--- config.mk ---
export PLATFORM = sky130hd
export DESIGN_NAME = latq_bank_writer_flat
export DESIGN_NICKNAME = d
export VERILOG_FILES = /design/src/rtl/latq_bank_writer_if.sv /design/src/rtl/latq_bank_writer.sv /design/src/flat_wrapper.sv
export SDC_FILE = /design/constraint.sdc
export NUM_CORES = 1
export LEC_CHECK = 0
export CAP_MARGIN = 5
export CORE_MARGIN = 2
export CORE_UTILIZATION = 44
export DETAILED_ROUTE_END_ITERATION = 12
export PLACE_DENSITY = 0.84
export SLEW_MARGIN = 20
export SYNTH_ARGS = -nofsm -noshare
export SYNTH_HDL_FRONTEND = slang
export SYNTH_SLANG_ARGS = --single-unit
export TNS_END_PERCENT = 50
--- constraint.sdc ---
create_clock -name CLK -period 2.3 [get_ports CLK]
set_clock_uncertainty 0.2 [all_clocks]
set_input_delay 0.46 -clock CLK [delete_from_list [all_inputs] [get_ports CLK]]
set_output_delay 0.46 -clock CLK [all_outputs]
set_load 0.05 [all_outputs]
--- src/rtl/latq_bank_writer_if.sv ---
// Write-request handshake between a register-file/config write port and the
// latch-bank writer.
interface latq_bank_writer_if #(
    parameter int AW    = 3,
    parameter int WIDTH = 8
);
    logic             wr_valid;
    logic             wr_ready;
    logic [AW-1:0]    wr_addr;
    logic [WIDTH-1:0] wr_data;

    modport master (output wr_valid, output wr_addr, output wr_data, input  wr_ready);
    modport slave  (input  wr_valid, input  wr_addr, input  wr_data, output wr_ready);
endinterface

--- src/rtl/latq_bank_writer.sv ---
// Setup/pulse/hold write driver for a bank of transparent-high latch words.
// Optional sticky out-of-range flag: define LATQ_BANK_WRITER_ERR_EN.
module latq_bank_writer #(
    parameter int WIDTH     = 8,
    parameter int DEPTH     = 8,
    parameter int SETUP_CYC = 1,
    parameter int PULSE_CYC = 1,
    parameter int HOLD_CYC  = 1,
    parameter int AW        = $clog2(DEPTH)
) (
    input  logic                 CLK,
    input  logic                 RN,
    latq_bank_writer_if.slave    wr,
    output logic [WIDTH-1:0]     lat_d,
    output logic [DEPTH-1:0]     lat_e,
    output logic                 busy,
    output logic                 err
);

    localparam int MAX_SP = (SETUP_CYC > PULSE_CYC) ? SETUP_CYC : PULSE_CYC;
    localparam int MAXC   = (MAX_SP > HOLD_CYC) ? MAX_SP : HOLD_CYC;
    localparam int CW     = $clog2(MAXC + 1);

    typedef enum logic [1:0] {IDLE, SETUP, PULSE, HOLD} state_t;

    state_t           state_r, state_s;
    logic [CW-1:0]    cnt_r, cnt_s;
    logic [AW-1:0]    addr_r, addr_s;
    logic [WIDTH-1:0] lat_d_s;
    logic [DEPTH-1:0] lat_e_s;
    logic             ready_r;
    logic             accept_s;

    // Addresses at or beyond DEPTH decode to all-zero, so they never pulse an enable.
    function automatic logic [DEPTH-1:0] decode(input logic [AW-1:0] a);
        logic [DEPTH-1:0] d;
        d = '0;
        for (int i = 0; i < DEPTH; i++) begin
            d[i] = (a == AW'(i));
        end
        return d;
    endfunction

    assign accept_s    = wr.wr_valid && ready_r;
    assign wr.wr_ready = ready_r;

    // Next-state, counter and next-output logic for the write sequence.
    always_comb begin
        state_s = state_r;
        cnt_s   = cnt_r;
        addr_s  = addr_r;
        lat_d_s = lat_d;
        case (state_r)
            IDLE: begin
                if (accept_s) begin
                    state_s = SETUP;
                    cnt_s   = CW'(SETUP_CYC);
                    addr_s  = wr.wr_addr;
                    lat_d_s = wr.wr_data;
                end else begin
                    cnt_s   = '0;
                end
            end
            SETUP: begin
                if (cnt_r == CW'(1)) begin
                    state_s = PULSE;
                    cnt_s   = CW'(PULSE_CYC);
                end else begin
                    cnt_s   = cnt_r - CW'(1);
                end
            end
            PULSE: begin
                if (cnt_r == CW'(1)) begin
                    state_s = HOLD;
                    cnt_s   = CW'(HOLD_CYC);
                end else begin
                    cnt_s   = cnt_r - CW'(1);
                end
            end
            HOLD: begin
                if (cnt_r == CW'(1)) begin
                    state_s = IDLE;
                    cnt_s   = '0;
                end else begin
                    cnt_s   = cnt_r - CW'(1);
                end
            end
            default: begin
                state_s = IDLE;
                cnt_s   = '0;
            end
        endcase
        // Enables come straight from flops, one-hot only while in PULSE.
        if (state_s == PULSE) begin
            lat_e_s = decode(addr_s);
        end else begin
            lat_e_s = '0;
        end
    end

    // Sequencer state, counter and captured address.
    always_ff @(posedge CLK or negedge RN) begin
        if (!RN) begin
            state_r <= IDLE;
            cnt_r   <= '0;
            addr_r  <= '0;
        end else begin
            state_r <= state_s;
            cnt_r   <= cnt_s;
            addr_r  <= addr_s;
        end
    end

    // Registered latch bus and status outputs.
    always_ff @(posedge CLK or negedge RN) begin
        if (!RN) begin
            lat_d   <= '0;
            lat_e   <= '0;
            busy    <= 1'b0;
            ready_r <= 1'b1;
        end else begin
            lat_d   <= lat_d_s;
            lat_e   <= lat_e_s;
            busy    <= (state_s != IDLE);
            ready_r <= (state_s == IDLE);
        end
    end

`ifdef LATQ_BANK_WRITER_ERR_EN
    logic err_r;

    // Sticky flag: set when an out-of-range address is accepted, cleared only by RN.
    always_ff @(posedge CLK or negedge RN) begin
        if (!RN) begin
            err_r <= 1'b0;
        end else if (accept_s && (decode(wr.wr_addr) == '0)) begin
            err_r <= 1'b1;
        end else begin
            err_r <= err_r;
        end
    end

    assign err = err_r;
`else
    assign err = 1'b0;
`endif

endmodule
--- src/flat_wrapper.sv ---
// flat-port wrapper written by rule: the top's interface ports become plain ports
module latq_bank_writer_flat 
#(
    parameter int WIDTH     = 8,
    parameter int DEPTH     = 8,
    parameter int SETUP_CYC = 1,
    parameter int PULSE_CYC = 1,
    parameter int HOLD_CYC  = 1,
    parameter int AW        = $clog2(DEPTH)
)
  (CLK, RN, lat_d, lat_e, busy, err, wr_wr_valid, wr_wr_addr, wr_wr_data, wr_wr_ready);
  latq_bank_writer_if #(.AW(AW), .WIDTH(WIDTH)) wr_i ();
  input  logic CLK;
  input  logic RN;
  output logic [WIDTH-1:0] lat_d;
  output logic [DEPTH-1:0] lat_e;
  output logic busy;
  output logic err;
  input wire logic [$bits(wr_i.wr_valid)-1:0] wr_wr_valid;
  input wire logic [$bits(wr_i.wr_addr)-1:0] wr_wr_addr;
  input wire logic [$bits(wr_i.wr_data)-1:0] wr_wr_data;
  output wire logic [$bits(wr_i.wr_ready)-1:0] wr_wr_ready;
  assign wr_i.wr_valid = wr_wr_valid;
  assign wr_i.wr_addr = wr_wr_addr;
  assign wr_i.wr_data = wr_wr_data;
  assign wr_wr_ready = wr_i.wr_ready;
  latq_bank_writer #(.WIDTH(WIDTH), .DEPTH(DEPTH), .SETUP_CYC(SETUP_CYC), .PULSE_CYC(PULSE_CYC), .HOLD_CYC(HOLD_CYC), .AW(AW)) u_core (.CLK(CLK), .RN(RN), .wr(wr_i), .lat_d(lat_d), .lat_e(lat_e), .busy(busy), .err(err));
endmodule
; Word-level counts from Yosys, hierarchy flattened
; Cells that the tools add are included.
[totals]
reg_bits = 24
input_bits = 14
wordCells = 38
[op_classes]
add_sub_neg = 1
eq_ne = 11
n_mux = 12
reduce_logical = 7
[ops]
columns = cell, n
row1 = "3-bit == test, second input constant", 4
row2 = 2-bit two-way mux, 4
row3 = 8-bit two-way mux, 1
row4 = 2-bit case mux with 4 select lines, 1
row5 = "2-bit == test, second input constant", 3
row6 = "3-bit by 2-bit == test with 1-bit output, second input constant", 2
row7 = 3-bit two-way mux, 2
row8 = 2-bit zero test, 2
row9 = "3-bit by 1-bit == test with 1-bit output, second input constant", 1
row10 = 3-bit zero test, 1
row11 = 1-bit two-way mux, 3
row12 = 1-bit case mux with 3 select lines, 1
row13 = "2-bit by 1-bit == test with 1-bit output, second input constant", 1
row14 = 2-bit AND reduction, 1
row15 = 2-bit nonzero test, 1
row16 = 2-bit OR reduction, 1
row17 = 1-bit logical AND, 1
row18 = "1-bit subtractor, second input constant", 1

; Logic depth before layout (Yosys ltp)
; Gate-level depths: netlist (run 1).
[logic_depth]
depth_word = 5
mapped_depth = 7
ltp_nobuf = 6

; Worst setup path after synthesis (run 1)
; OpenSTA, ideal clock, no wires.
[synth_timing]
path_kind = reg2reg
from = reg u_core.state_r[0]
to = reg u_core.lat_e[5]
arrival_ps = 1788
required_time_ps = 2019
path_slack_ps = 231
path_stages_with_launch = 7
n_path_buf = 0
period_less_slack_ps = 2069
cell_sequence = dfrtp_1 > inv_1 > ha_1 > or3b_1 > o211ai_2 > or4b_4 > nor3_2
[synth_between]
elab_chain_len = 4
word_cells_on_any_way = 13
cone_classes = eq/ne: 5 / mux: 7 / reduce/logical: 1
[synth_lines]
columns = element, line
row1 = start: declaration, latq_bank_writer.sv:26  ; state_t state_r, state_s;
row2 = start signal: assignment, latq_bank_writer.sv:108  ; state_r <= state_s;
row3 = "2-bit == test, or another cell as far along", latq_bank_writer.sv:53  ; case (state_r)
row4 = 2-bit case mux with 4 select lines or 3-bit two-way mux (tied branches), latq_bank_writer.sv:53
row5 = 2-bit == test or 3-bit == test (tied branches), "latq_bank_writer.sv:94, latq_bank_writer.sv:39"
row6 = 8-bit two-way mux (*), latq_bank_writer.sv:94  ; if (state_s == PULSE) begin
row7 = via u_core.lat_e_s[5], latq_bank_writer.sv:30  ; logic [DEPTH-1:0] lat_e_s;
row8 = end signal: assignment, latq_bank_writer.sv:123  ; lat_e <= lat_e_s;
row9 = end: declaration, latq_bank_writer.sv:15  ; output logic [DEPTH-1:0] lat_e,
; The timed path passes the listed nets; every way through them passes the cells marked *.
; A chain may end at the register's enable or synchronous reset.

; Worst setup path after layout (run 1)
[layout_timing]
from = reg u_core.state_r[0]
to = reg u_core.lat_e[1]
[layout_between]
elab_chain_len = 4
word_cells_on_any_way = 13
cone_classes = eq/ne: 5 / mux: 7 / reduce/logical: 1
[layout_lines]
columns = element, line
row1 = "2-bit == test, or another cell as far along", latq_bank_writer.sv:53
row2 = 2-bit case mux with 4 select lines or 3-bit two-way mux (tied branches), latq_bank_writer.sv:53
row3 = 2-bit == test or 3-bit by 1-bit == test with 1-bit output (tied branches), "latq_bank_writer.sv:94, latq_bank_writer.sv:39"
row4 = 8-bit two-way mux (*), latq_bank_writer.sv:94
row5 = via u_core.lat_e_s[1], latq_bank_writer.sv:30
; Marked as above.

==> impl_metrics.ini, run 1 <==
[power]
vdd_drop_max_uv = 973
p_int_w = 0.00126
power_w = 0.00225
p_switching_w = 0.000992
combPwrFrac_pct = 59.9
p_leak_nw = 0.664
p_per_area_mw_per_mm2 = 1580
swShare_pct = 44.1
clkPwrFrac_pct = 9.6
seqPwrFrac_pct = 30.5

[die]
fp.coreArea_mm2 = 0.00217
die_h_um = 51.6
num_rows = 17
io_pins = 33
die_area_mm2 = 0.00266
die_x_um = 51.6
start_util_pct = 45.9

[setup_path]
critPathTopFamily = simple AND/OR/NAND/NOR gates
cp_slowest_cell = or4b_4
worstSetupPathType = register to register
end_kind = register
r2r-start = u_core.state_r[0]$_DFF_PN0_
cp_data_arrival_time_ns = 2.24
critical_path_buf_inv_count = 1
worst_ep_required_time_ns = 2.34
path_cells = inv_1 -> ha_1 -> or3b_1 -> o211ai_2 -> or4b_4 -> nor2_1
critical_path.max_fanout = 7
crit_start = u_core.state_r[0]$_DFF_PN0_
crit_path_start_kind = register
slowest_delay_ns = 0.51

[detailed_routing]
avgRoutedWirePerCell_um = 13.6
drt-total-wl_mm = 1.94
viasPerCell = 4.76
drtAntennaViolNets = 0
vias = 681
dr.pass1.iters = 4
drt_iter0_drc = 9
drc_errors = 0

[grt]
grt_pass1_vias = 697
antenna_found_initial = 0
grt_pass1_wl_mm = 3.14
grt_overflow_total = 0
grt_start_max_net_pins = 25
grt_util_all_layers_pct = 16.7

[timing]
worst-slew-pin-transition_ns = 0.527
final-hold-violation-count = 0
setup_violations = 0
rsz0062_at_grt = no
layout_min_cycle_time_ns = 2.20
fin_crit_sh_pct = 95.5
maxSlewViolCount = 0
whs_ns = 0.296
max_freq_mhz = 455
slew_headroom_pct = 64.7
tns_ns = 0

[clock_network]
holdBufCountCts = 0
clock-sinks = 24
clk_latency_ns = 0.31
cts_buffers = 3
cts_buffer_depth = 2
htree_levels = 1
tritoncts = done
clkTransAtPathRegs_ns = 0.13
root_buffer = clkbuf_4

[synth]
yosysTopAreaCellShare_pct = 57.8
syn-num-nets = 93
netlist_area_um2 = 996
yosys.cell_types.count = 27
synth_common_cells = 23 x dfrtp_1, 9 x mux2_2, 8 x nor2_1
dominantRegCellSynth = dfrtp_1
synth_edf_count = 0
yosys.area.top_type = dfrtp_1
syn_inst = 74
avgSynthCellArea_um2 = 13.5
async_reset_ff_share_pct = 100
yosys-top-cells-area = dfrtp_1 58%, mux2_2 10%, ha_1 6.3%
synth.most_common_cell = dfrtp_1
ys_warn_count = 0
synth-seq-cells = 24
yosysSeqAreaShare_pct = 60.4

[min_path]
hold_class = primary input to asynchronous set/reset pin

[run]
max_cap_violations = 0

[placed_design]
globalplace.congestion = 0.719
dpl.hpwl_mm = 1.46
port_buffers = 31

[finish]
nFillCells = 177
antennaDiodeCount = 0
area_delta_synth_final_pct = 42.8
fin_util_pct = 65.6
final_nets = 135
drive_above_1_share_pct = 22.6

[run_status]
status = finished clean
[logic make-up (layout without fill, tap and decap cells)]
| family | after synthesis | after routing | share of synthesized area [%] |
|---|---|---|---|
| DFF | 24 | 24 | 60.4 |
| and+or+nand+nor | 20 | 20 | 11.9 |
| muxes | 11 | 11 | 12.2 |
| buffers and inverters | 7 | 48 | 3.14 |
| AOI/OAI and AO/OA | 6 | 6 | 5.65 |
| adders and majority gates | 5 | 5 | 6.28 |
| other | 1 | 1 | 0.377 |
[power groups by stage]
| stage | Combinational (W) | Sequential [W] | Clock [W] |
|---|---|---|---|
| floorplan | 0.000469 | 0.00109 | 0 |
| global placement | 0.00131 | 0.000688 | 0 |
| detailed placement | 0.00134 | 0.000699 | 0 |
| CTS | 0.00135 | 0.000690 | 0.000225 |
| global route | 0.00144 | 0.000708 | 0.000242 |
| finish | 0.00135 | 0.000686 | 0.000216 |
[per-stage QoR]
step | area (um^2) | instances | setup WS, ns
3_5_place_dp | 1380 | 138 | -0.0375
5_1_grt | 1420 | 143 | 0.0168
4_1_cts | 1420 | 142 | 0.0515
2_1_floorplan | 996 | 74 | 0.231
3_3_place_gp | 1380 | 138 | 0.0190
6_report | 1420 | 143 | 0.104
[per-layer routing]
metal / wire (um) / track usage [%] / vias to the layer above
li1: - / - / 330
met1: 828 / 19.6 / 331
met2: 1020 / 28.8 / 18
met3: 81 / 3.74 / 2
met4: 10 / 7.89 / 0
met5: 0 / 0 / -
[final cells by class]
| type | instances | area, um^2 | share of cell area (%) |
|---|---|---|---|
| multi-input combinational | 43 | 363 | 25.5 |
| timing repair buffer | 39 | 368 | 25.9 |
| inverter | 5 | 18.8 | 1.32 |
| clock buffer | 4 | 36.3 | 2.55 |
| sequential | 24 | 602 | 42.3 |
| tap | 28 | 35.0 | 2.46 |
[flip-flops by register name (all words and copies together), names as in the netlist]
register            count
u_core.addr_r           3
u_core.busy             1
u_core.cnt_r            1
u_core.lat_d            8
u_core.lat_e            8
u_core.state_r          2
u_core.wr.wr_ready      1
[path summary, 6_finish.rpt]
kind | endpoint | slack [ns] | cells past startpoint
setup reg to reg | u_core.lat_e[1]$_DFF_PN0_ | 0.10 | 6
hold reg to reg | u_core.addr_r[2]$_DFF_PN0_ | 0.32 | 2
setup / recovery | u_core.lat_e[1]$_DFF_PN0_ | 0.10 | 6
max in group asynchronous | u_core.wr.wr_ready$_DFF_PN1_ | 1.33 | 2
hold / removal | u_core.busy$_DFF_PN0_ | 0.30 | 2
min in group CLK | u_core.addr_r[2]$_DFF_PN0_ | 0.32 | 2
[cell usage in the layout (no fill, tap or decap), types with 2 or more instances in the layout]
master	count
buf_4	9
clkbuf_4	3
clkdlybuf4s50_1	30
dfrtp_1	23
ha_1	5
inv_1	5
mux2_2	9
mux2i_1	2
nand2b_1	2
nor2_1	8
[timing repair]
item / in CTS / in global routing
endpoints found under the setup margin: 0 / 4
hold endpoints to repair: 0 / 0
gates resized for setup: 0 / 0
buffers inserted: 0 / 1
Note: power is estimated with default switching activity, not from simulation.
==> inputs of run 2 (changes only) <==
--- a/config.mk
+++ b/config.mk
@@ -5,7 +5,7 @@
 export SDC_FILE = /design/constraint.sdc
 export NUM_CORES = 1
 export LEC_CHECK = 0
-export CAP_MARGIN = 5
+export CAP_MARGIN = 30
 export CORE_MARGIN = 2
 export CORE_UTILIZATION = 44
 export DETAILED_ROUTE_END_ITERATION = 12
==> results of run 2 <==
Final layout, timing and power as in run 1 (identical DEF).
==> inputs of run 3 (changes only) <==
--- a/config.mk
+++ b/config.mk
@@ -5,11 +5,12 @@
 export SDC_FILE = /design/constraint.sdc
 export NUM_CORES = 1
 export LEC_CHECK = 0
+export ABC_CLOCK_PERIOD_IN_PS = 2300
 export CAP_MARGIN = 30
 export CORE_MARGIN = 2
 export CORE_UTILIZATION = 44
 export DETAILED_ROUTE_END_ITERATION = 12
-export PLACE_DENSITY = 0.84
+export PLACE_DENSITY = 0.85
 export SLEW_MARGIN = 20
 export SYNTH_ARGS = -nofsm -noshare
 export SYNTH_HDL_FRONTEND = slang
==> run 3 against run 2 <==
Via count rose by 1.9%. Count of clock-buffer cells in the layout fell by 1. Die area did not move. Clock power rose by 39%. First-iteration DRC count fell by 11%. Global-route usage rose by 0.73 points. Fmax rose by 1.8%. Total power rose by 3.7%. Sequential cell count did not move. Register-to-register slack improved by 0.05 ns. Largest power group unchanged. Highest routed layer unchanged.
==> impl_metrics.ini, run 3 (same netlist as run 1, synthesis figures left out) <==
[timing]
setup_violations = 0
whs_ns = 0.281
layout_min_cycle_time_ns = 2.16
worst-slew-pin-transition_ns = 0.514
fin_crit_sh_pct = 93.7
tns_ns = 0
maxSlewViolCount = 0
slew_headroom_pct = 65.6
max_freq_mhz = 464
final-hold-violation-count = 0
rsz0062_at_grt = no

[die]
num_rows = 17
start_util_pct = 45.9
die_h_um = 51.6
io_pins = 33
fp.coreArea_mm2 = 0.00217
die_x_um = 51.6
die_area_mm2 = 0.00266

[detailed_routing]
drt-total-wl_mm = 1.94
vias = 694
viasPerCell = 4.89
drc_errors = 0
avgRoutedWirePerCell_um = 13.7
drt_iter0_drc = 8
dr.pass1.iters = 3
drtAntennaViolNets = 0

[placed_design]
globalplace.congestion = 0.777
port_buffers = 31
dpl.hpwl_mm = 1.51

[grt]
grt_util_all_layers_pct = 17.4
grt_overflow_total = 0
grt_pass1_wl_mm = 3.41
grt_pass1_vias = 732
antenna_found_initial = 0
grt_start_max_net_pins = 25

[finish]
area_delta_synth_final_pct = 44.1
drive_above_1_share_pct = 23.7
antennaDiodeCount = 0
top_regs = u_core.lat_d: 8 flops, u_core.lat_e: 8 flops, u_core.addr_r: 3 flops
layout_commonest_cell = clkdlybuf4s50_1
final_nets = 134
final_cell_mix = 30 x clkdlybuf4s50_1, 22 x dfrtp_1, 9 x mux2_2, 8 x nor2_1, 8 x buf_4

[setup_path]
rrSetupSlack_ns = 0.15
rr_worst_depth = 6
r2r-start = u_core.state_r[0]$_DFF_PN0_
slowest_delay_ns = 0.80
crit_cells = 1
worst_ep_required_time_ns = 1.64
cp_data_arrival_time_ns = 1.50
crit_path_start_kind = register
end_kind = output port
crit_start = u_core.lat_e[5]$_DFF_PN0_
critPathCapture = lat_e[5]
worstSetupPathType = register to output port
critPathTopFamily = buffers and inverters
critical_path_buf_inv_count = 1
cp_slowest_cell = clkdlybuf4s50_1
critical_path.max_fanout = 1
path_cells = clkdlybuf4s50_1
reg2reg_to = u_core.lat_e[1]$_DFF_PN0_

[power]
p_int_w = 0.00133
swShare_pct = 42.9
vdd_drop_max_uv = 911
clkPwrFrac_pct = 12.9
p_per_area_mw_per_mm2 = 1630
combPwrFrac_pct = 57.7
seqPwrFrac_pct = 29.5
p_switching_w = 0.00100
p_leak_nw = 0.663

[min_path]
hold_class = primary input to asynchronous set/reset pin

[clock_network]
htree_levels = 1
cts_buffer_depth = 2
cts_buffers = 3
clkTransAtPathRegs_ns = 0.13
clock-sinks = 24
tritoncts = done
clk_latency_ns = 0.31
root_buffer = clkbuf_4
cts_setup_buffers = 0

[run]
max_cap_violations = 0

[run_status]
status = finished clean
-- run 3: stage by stage --
step	util, %	instances	setup slack [ns]	power (W)	cell area, um^2
floorplan	-	74	0.231	0.00156	996
global placement	63.6	138	0.0195	0.00200	1380
detailed placement	63.6	138	-0.0340	0.00205	1380
CTS	66.0	142	0.0510	0.00235	1430
global route	66.1	142	0.0450	0.00248	1440
finish	66.1	142	0.144	0.00233	1440
-- run 3: how the worst min path moves through the flow --
stage          cells after the start                          end                        start
2_1_floorplan                      0   u_core.addr_r[0]$_DFF_PN0_                           RN
3_3_place_gp                       1  u_core.lat_d[1]$_DFFE_PN0P_  u_core.lat_d[1]$_DFFE_PN0P_
3_5_place_dp                       1  u_core.lat_d[1]$_DFFE_PN0P_  u_core.lat_d[1]$_DFFE_PN0P_
4_1_cts                            2    u_core.lat_e[3]$_DFF_PN0_                           RN
5_1_grt                            2    u_core.lat_e[3]$_DFF_PN0_                           RN
6_report                           2    u_core.lat_e[3]$_DFF_PN0_                           RN
-- run 3: what timing repair did --
action | in CTS | in global routing
gates resized for setup | 0 | 2
setup endpoints to repair | 0 | 4
hold buffers | 0 | 0
-- run 3: power groups by stage --
| stage | combinational, W | clock, W | sequential, W |
|---|---|---|---|
| after detailed placement | 0.00135 | 0 | 0.000698 |
| final | 0.00135 | 0.000300 | 0.000687 |
| after global placement | 0.00131 | 0 | 0.000688 |
| after CTS | 0.00136 | 0.000304 | 0.000688 |
| after floorplan | 0.000469 | 0 | 0.00109 |
| after global routing | 0.00144 | 0.000323 | 0.000710 |
-- run 3: cell type report --
type                    instances  area [um^2]
clock buffers                   3         22.5
clock inverters                 1         30.0
fillers                       176          734
inverters                       5         18.8
multi-input cells              43          365
flip-flops and latches         24          603
well taps                      28         35.0
repair buffers                 38          360
-- run 3: metal layers --
metal  vias to the layer above  global-route usage, %  wire length, um  share of wire, %
met4                         0                   5.26               31               1.6
met5                         -                      0                0                 0
li1                        330                      -                -                 -
met1                       345                   21.6              757                39
met2                        15                   31.0             1100                57
met3                         4                   2.87               55               2.8
